File: src/rtl/display_scanner.sv
// Time-multiplexed scanner for a common-anode hex display: one nibble per refresh slot,
// double-buffered value so new data only shows from the start of a frame.
module display_scanner #(
  parameter int DIGITS      = 4,
  parameter int REFRESH_DIV = 50000,
  parameter int CNT_W       = 16
) (
  input  logic                  clk,
  input  logic                  rst_n,
  input  logic                  load,
  input  logic [4*DIGITS-1:0]   value,
  input  logic [DIGITS-1:0]     dp_mask,
  input  logic                  blank_lz,
  output logic [3:0]            bin,
  output logic [DIGITS-1:0]     anode,
  output logic                  dp,
  output logic                  frame_done
);

  localparam int IDX_W = $clog2(DIGITS);
  localparam logic [CNT_W-1:0] LAST_CNT = CNT_W'(REFRESH_DIV - 1);
  localparam logic [IDX_W-1:0] LAST_IDX = IDX_W'(DIGITS - 1);

  logic [CNT_W-1:0]    presc_q, presc_d;
  logic [IDX_W-1:0]    idx_q, idx_d;
  logic [4*DIGITS-1:0] act_val_q, act_val_d, pend_val_q, pend_val_d;
  logic [DIGITS-1:0]   act_dp_q, act_dp_d, pend_dp_q, pend_dp_d;
  logic                pend_valid_q, pend_valid_d;
  logic [3:0]          bin_q, bin_d;
  logic [DIGITS-1:0]   anode_q, anode_d;
  logic                dp_q, dp_d;
  logic                frame_done_q, frame_done_d;

  logic                tick;
  logic                frame_end;
  logic                zero_above;
  logic [DIGITS-1:0]   blank_vec;

  assign tick      = (presc_q == LAST_CNT);
  assign frame_end = tick && (idx_q == LAST_IDX);

  always_comb begin
    presc_d = tick ? '0 : presc_q + 1'b1;
    idx_d   = idx_q;
    if (tick) begin
      idx_d = (idx_q == LAST_IDX) ? '0 : idx_q + 1'b1;
    end
  end

  // A load coinciding with the frame boundary bypasses the pending buffer.
  always_comb begin
    act_val_d    = act_val_q;
    act_dp_d     = act_dp_q;
    pend_val_d   = pend_val_q;
    pend_dp_d    = pend_dp_q;
    pend_valid_d = pend_valid_q;
    frame_done_d = frame_end;
    if (frame_end) begin
      if (load) begin
        act_val_d    = value;
        act_dp_d     = dp_mask;
        pend_valid_d = 1'b0;
      end else if (pend_valid_q) begin
        act_val_d    = pend_val_q;
        act_dp_d     = pend_dp_q;
        pend_valid_d = 1'b0;
      end
    end else if (load) begin
      pend_val_d   = value;
      pend_dp_d    = dp_mask;
      pend_valid_d = 1'b1;
    end
  end

  // Digit d blanks when it and every more significant nibble are zero.
  always_comb begin
    zero_above = 1'b1;
    blank_vec  = '0;
    for (int d = DIGITS - 1; d >= 1; d--) begin
      zero_above   = zero_above & (act_val_q[4*d +: 4] == 4'h0);
      blank_vec[d] = blank_lz & zero_above;
    end
  end

  always_comb begin
    bin_d   = 4'h0;
    anode_d = '1;
    dp_d    = 1'b1;
    for (int d = 0; d < DIGITS; d++) begin
      if ((int'(idx_q) == d) && !blank_vec[d]) begin
        anode_d[d] = 1'b0;
        bin_d      = act_val_q[4*d +: 4];
        dp_d       = ~act_dp_q[d];
      end
    end
  end

  always_ff @(posedge clk or negedge rst_n) begin
    if (!rst_n) begin
      presc_q      <= '0;
      idx_q        <= '0;
      act_val_q    <= '0;
      act_dp_q     <= '0;
      pend_val_q   <= '0;
      pend_dp_q    <= '0;
      pend_valid_q <= 1'b0;
      bin_q        <= 4'h0;
      anode_q      <= '1;
      dp_q         <= 1'b1;
      frame_done_q <= 1'b0;
    end else begin
      presc_q      <= presc_d;
      idx_q        <= idx_d;
      act_val_q    <= act_val_d;
      act_dp_q     <= act_dp_d;
      pend_val_q   <= pend_val_d;
      pend_dp_q    <= pend_dp_d;
      pend_valid_q <= pend_valid_d;
      bin_q        <= bin_d;
      anode_q      <= anode_d;
      dp_q         <= dp_d;
      frame_done_q <= frame_done_d;
    end
  end

  assign bin        = bin_q;
  assign anode      = anode_q;
  assign dp         = dp_q;
  assign frame_done = frame_done_q;

endmodule

File: config.mk
export PLATFORM = sky130hd
export DESIGN_NAME = display_scanner
export DESIGN_NICKNAME = d
export VERILOG_FILES = /design/src/rtl/display_scanner.sv
export SDC_FILE = /design/constraint.sdc
export NUM_CORES = 1
export LEC_CHECK = 0
export BUFFER_PORTS_ARGS = -buffer_cell sky130_fd_sc_hd__buf_4
export CAP_MARGIN = 20
export CORE_ASPECT_RATIO = 0.8
export CORE_MARGIN = 2
export CORE_UTILIZATION = 53
export DETAILED_ROUTE_END_ITERATION = 8
export HOLD_SLACK_MARGIN = 0.1
export PLACE_DENSITY = 0.87
export SETUP_SLACK_MARGIN = 0.3
export SLEW_MARGIN = 20
export SYNTH_ARGS = -nofsm -noshare
export SYNTH_HDL_FRONTEND = slang
export SYNTH_SLANG_ARGS = --single-unit
export TNS_END_PERCENT = 1
File: constraint.sdc
create_clock -name clk -period 2.1 [get_ports clk]
set_input_delay 0.21 -clock clk [delete_from_list [all_inputs] [get_ports clk]]
set_output_delay 0.21 -clock clk [all_outputs]
set_load 0.03 [all_outputs]
After elaboration in Yosys (flattened, before gate mapping):

Index checks and enable logic that the tools add are counted.

* input port bits: 24
* register bits after elaboration: 69
* output and inout port bits: 10
* word-level logic and storage cells: 63

* bitwise operators: 10
* reduce and logical (&&, ||, !) cells: 15
* equality and inequality tests: 5
* multiplexer cells: 20
* add/subtract/negate cells: 2

Operator list (count)
* $mux 16: 3
* $mux 4: 6
* $add 16x1->16 const B: 1
* $eq 16x16->1 const B: 1
* $logic_not 4->1: 3
* $mux 1: 10
* $eq 2x2->1 const B: 3
* $and 1x1->1: 5
* $not 1->1: 5
* $logic_and 1x1->1: 4
* $reduce_and 2->1: 2
* $reduce_bool 2->1: 2
* $logic_not 1->1: 3
* $add 2x1->2 const B: 1
* $eq 2x1->1 const B: 1
* $logic_not 2->1: 1
* $mux 2: 1

Logic depth before layout (Yosys ltp):

* depth after elaboration: 9
* mapped depth: 7
* mapped depth without buffers: 6

Least setup slack after synthesis:

No wires, ideal clock.

* path type: flip-flop to flip-flop
* start: register presc_q[4]
* end: register pend_dp_q[0]
* path buffers: 1
* path slack: -0.004 ns
* arrival: 1.976 ns
* library setup time: 0.128 ns
* clock period less this slack: 2.104 ns
* stages on the path, launching flop included: 6
* data required time: 1.972 ns
* path through: dfrtp_1 > or4b_1 > nor4_4 > a21bo_1 > buf_2 > mux2_1

* longest elaborated chain between the ends: 4

RTL lines
* start, declared: RTL line 24 `logic [CNT_W-1:0] presc_q, presc_d;`
* start signal, assigned: RTL line 112 `presc_q <= presc_d;`
* $eq 16x16->1: RTL line 39 `assign tick = (presc_q == LAST_CNT);`
* $logic_and 1x1->1: RTL line 40 `assign frame_end = tick && (idx_q == LAST_IDX);`
* $not 1->1 (no source line)
* $reduce_and 2->1 (no source line)
* end signal, assigned: RTL line 117 `pend_dp_q <= pend_dp_d;`
* end, declared: RTL line 27 `logic [DIGITS-1:0] act_dp_q, act_dp_d, pend_dp_q, pend_dp_d;`

Every way passes these cells.
A chain may end at the register's enable or synchronous reset.

Worst setup path after layout:

* start: register presc_q[10]
* end: register pend_val_q[14]

* longest elaborated chain between the ends: 4

RTL lines
* $eq 16x16->1: RTL line 39
* $logic_and 1x1->1: RTL line 40
* $not 1->1 (no source line)
* $reduce_and 2->1 (no source line)
* end signal, assigned: RTL line 116 `pend_val_q <= pend_val_d;`
* end, declared: RTL line 26 `logic [4*DIGITS-1:0] act_val_q, act_val_d, pend_val_q, pend_val_d;`

Every way passes these cells.

==> out/qor.csv <==
stage,metric,value,unit
logic_synthesis,synth_most_common_cell,dfrtp_1,
logic_synthesis,syn_area,3250,um2
setup_path,worst-setup-path-type,reg -> reg,
setup_path,cp_num_buf_inv,1,
global_routing,antenna_found_initial,0,
detailed_routing,drtIter0Drc,176,
logic_synthesis,avgSynthCellArea,12.7,um2
detailed_routing,wl_per_cell,16.9,um
final_layout,drive_gt1_share,28.4,%
setup_path,worstSetupStartpointType,flop,
setup_path,crit_chain,or4b_4 -> nor4_4 -> a21bo_1 -> buf_12 -> mux2_1,
setup_path,arrival,2260,ps
pwr,power_frac_comb,7.9,%
sta,setup_tns,0,ps
place,dp_hpwl,4.59,mm
place,place_congestion,0.866,
setup_path,cp.required,2330,ps
pwr,cellLeakagePower,1.86,nW
logic_synthesis,synth_top_cells_by_count,"dfrtp_1, mux2_1, mux2_2",
detailed_routing,via_per_inst,5.57,
final_layout,n_fill_cell,425,
clock_network,cts_setup_buffers,0,
min_path,hold_class,in -> reg,
clock_network,cts_tree,done,
logic_synthesis,synth_area_leader_cell,dfrtp_1,
final_layout,final_core_util,68.4,%
logic_synthesis,syn-num-nets,286,
logic_synthesis,ys_warn_count,0,
sta,rsz0062_at_grt,true,
detailed_routing,num_vias,2255,
setup_path,crit_path_end_kind,flop,
sta,setup_viol,0,
sta,worstMarginPinSlew,853,ps
pwr,ir_drop,537,uV
floorplan,core,5910,um2
final_layout,area_delta_synth_final,24.4,%
sta,period_needed,2030,ps
place,io_buffers,33,
setup_path,cp_top_family,simple AND/OR/NAND/NOR gates,
logic_synthesis,synth_top_cell_area_share,49.2,%
clock_network,clock_path_buffers,2,
global_routing,grt_max_degree,70,
final_layout,final_nets,348,
floorplan,ios,34,
pwr,p_switching,0.000601,W
clock_network,clock-root-buffer,clkbuf_8,
global_routing,grt_first_pass_wirelength,11.5,mm
pwr,p_total,0.00266,W
detailed_routing,drtPass1Iterations,5,
logic_synthesis,synth_area_leaders,"dfrtp_1, mux2_1, mux2_2",
clock_network,ctsHtreeMaxLevel,3,
setup_path,slowest_delay,550,ps
logic_synthesis,ys_types,42,
clock_network,cts_buffers,9,
flow_run,maxCapViolCount,0,
global_routing,overflow,0,
logic_synthesis,synth_seq_cells,69,
floorplan,num_rows,25,
pwr,switching_share,22.6,%
detailed_routing,drc,0,
pwr,power.clock.fraction,39.9,%
logic_synthesis,synth-edff-count,0,
logic_synthesis,async_flop_share,100,%
logic_synthesis,synth_cells,257,
final_layout,antenna-diode-count,0,
sta,drv_slew,0,
setup_path,crit_fanout,20,
clock_network,clk_pin_slew,70,ps
sta,clock_skew,7.31,ps
global_routing,grt_pass1_vias,2339,
sta,timing_hold_violations_final,0,
sta,fmaxAchievable,0.492,GHz
pwr,seqPwrFrac,52.2,%
final_layout,stdcell_area,4050,um2
detailed_routing,wl,6.83,mm
pwr,p_int,0.00206,W
outcome,outcome,finished clean,
logic_synthesis,synthFlopType,dfrtp_1,
global_routing,grt_usage,23.0,%
floorplan,die_area,6780,um2
floorplan,die_y,74.1,um
floorplan,die_w,91.6,um
sta,min_period_over_period,96.8,%
sta,whs,120,ps
place,placed_area,3630,um2
detailed_routing,ant_nets,0,
clock_network,clk_latency,350,ps
floorplan,start_util,55.0,%
setup_path,cp_slowest_cell,or4b_4,
pwr,power_density,658,nW/um2
clock_network,clock_sinks,69,
sta,relSlewSlack,42.5,%
logic_synthesis,yosysSeqAreaShare,53.3,%
[power by group through the flow]
stage | Combinational, W | Sequential [W] | Clock [W]
after CTS | 0.000211 | 0.00139 | 0.00108
after global placement | 0.000172 | 0.00141 | 0
after detailed placement | 0.000180 | 0.00141 | 0
after floorplan | 0.0000908 | 0.00141 | 0
final | 0.000210 | 0.00139 | 0.00106
after global routing | 0.000232 | 0.00139 | 0.00115
[final cells by class]
| type | count | area (um2) | area share, % |
|---|---|---|---|
| flip-flops and latches | 69 | 1730 | 42.8 |
| repair buffers | 61 | 524 | 13.0 |
| clock buffers | 11 | 141 | 3.49 |
| multi-input cells | 169 | 1460 | 36.1 |
| inverters | 9 | 33.8 | 0.835 |
| well taps | 81 | 101 | 2.50 |
| clock inverters | 5 | 50.0 | 1.24 |
[worst paths after layout]
check	from	end	slack, ps	cells past startpoint
max	presc_q[10]	pend_val_q[14]	70	5
min	value[12]	pend_val_q[12]	120	2
max reg2reg	presc_q[10]	pend_val_q[14]	70	5
min reg2reg	pend_val_q[0]	pend_val_q[0]	490	1
max in group asynchronous	rst_n	idx_q[0]	1040	2
min in group asynchronous	rst_n	pend_val_q[3]	510	2
[stage by stage]
step	setup WS [ps]	cells
5_1_grt	-2.71	405
3_5_place_dp	42.4	369
6_report	67.5	405
2_1_floorplan	142	257
3_3_place_gp	157	369
4_1_cts	25.5	405
[repair_timing]
action                                  CTS  global route
resized for setup                         0             6
endpoints found under the setup margin   44            49
gates cloned                              0             0
endpoints found under the hold margin    83             0
hold buffers                             20             0
[cell usage in the layout, fill, tap and decap left out, drive strengths merged, types with 6 or more instances in the layout]
cell         instances
inv                  9
nor2                14
dfrtp               64
nand3                9
dlygate4sd3         20
xor2                 6
clkbuf              11
mux2                59
nand2               11
buf                 41
mux2i                6
[flip-flops by register name, summed over array words and instances, names as in the netlist]
register,count
anode,4
act_dp_q,4
frame_done,1
presc_q,16
idx_q,2
pend_dp_q,4
bin,4
pend_val_q,16
act_val_q,16
dp,1
pend_valid_q,1
[worst register-to-register path: stages (launching register included)]
cell	delay [ps]
dfrtp_1	400
or4b_4	550
nor4_4	230
a21bo_1	200
buf_12	170
mux2_1	350
[cells by family after synthesis]
logic type	Yosys count	synth area share, %
flops	69	53.3
mux	65	22.3
simple gates	63	10.8
compound gates	25	6.39
buf+inv	19	2.35
xor+xnor	11	2.96
fa+ha+maj	5	1.92
[per-layer routing]
metal | routed length, um | global-route usage (%)
met1 | 3140 | 29.7
met2 | 3200 | 35.9
met3 | 359 | 7.09
met4 | 132 | 11.4
met5 | 0 | 0
No activity file was read; power rests on OpenSTA's default activity.
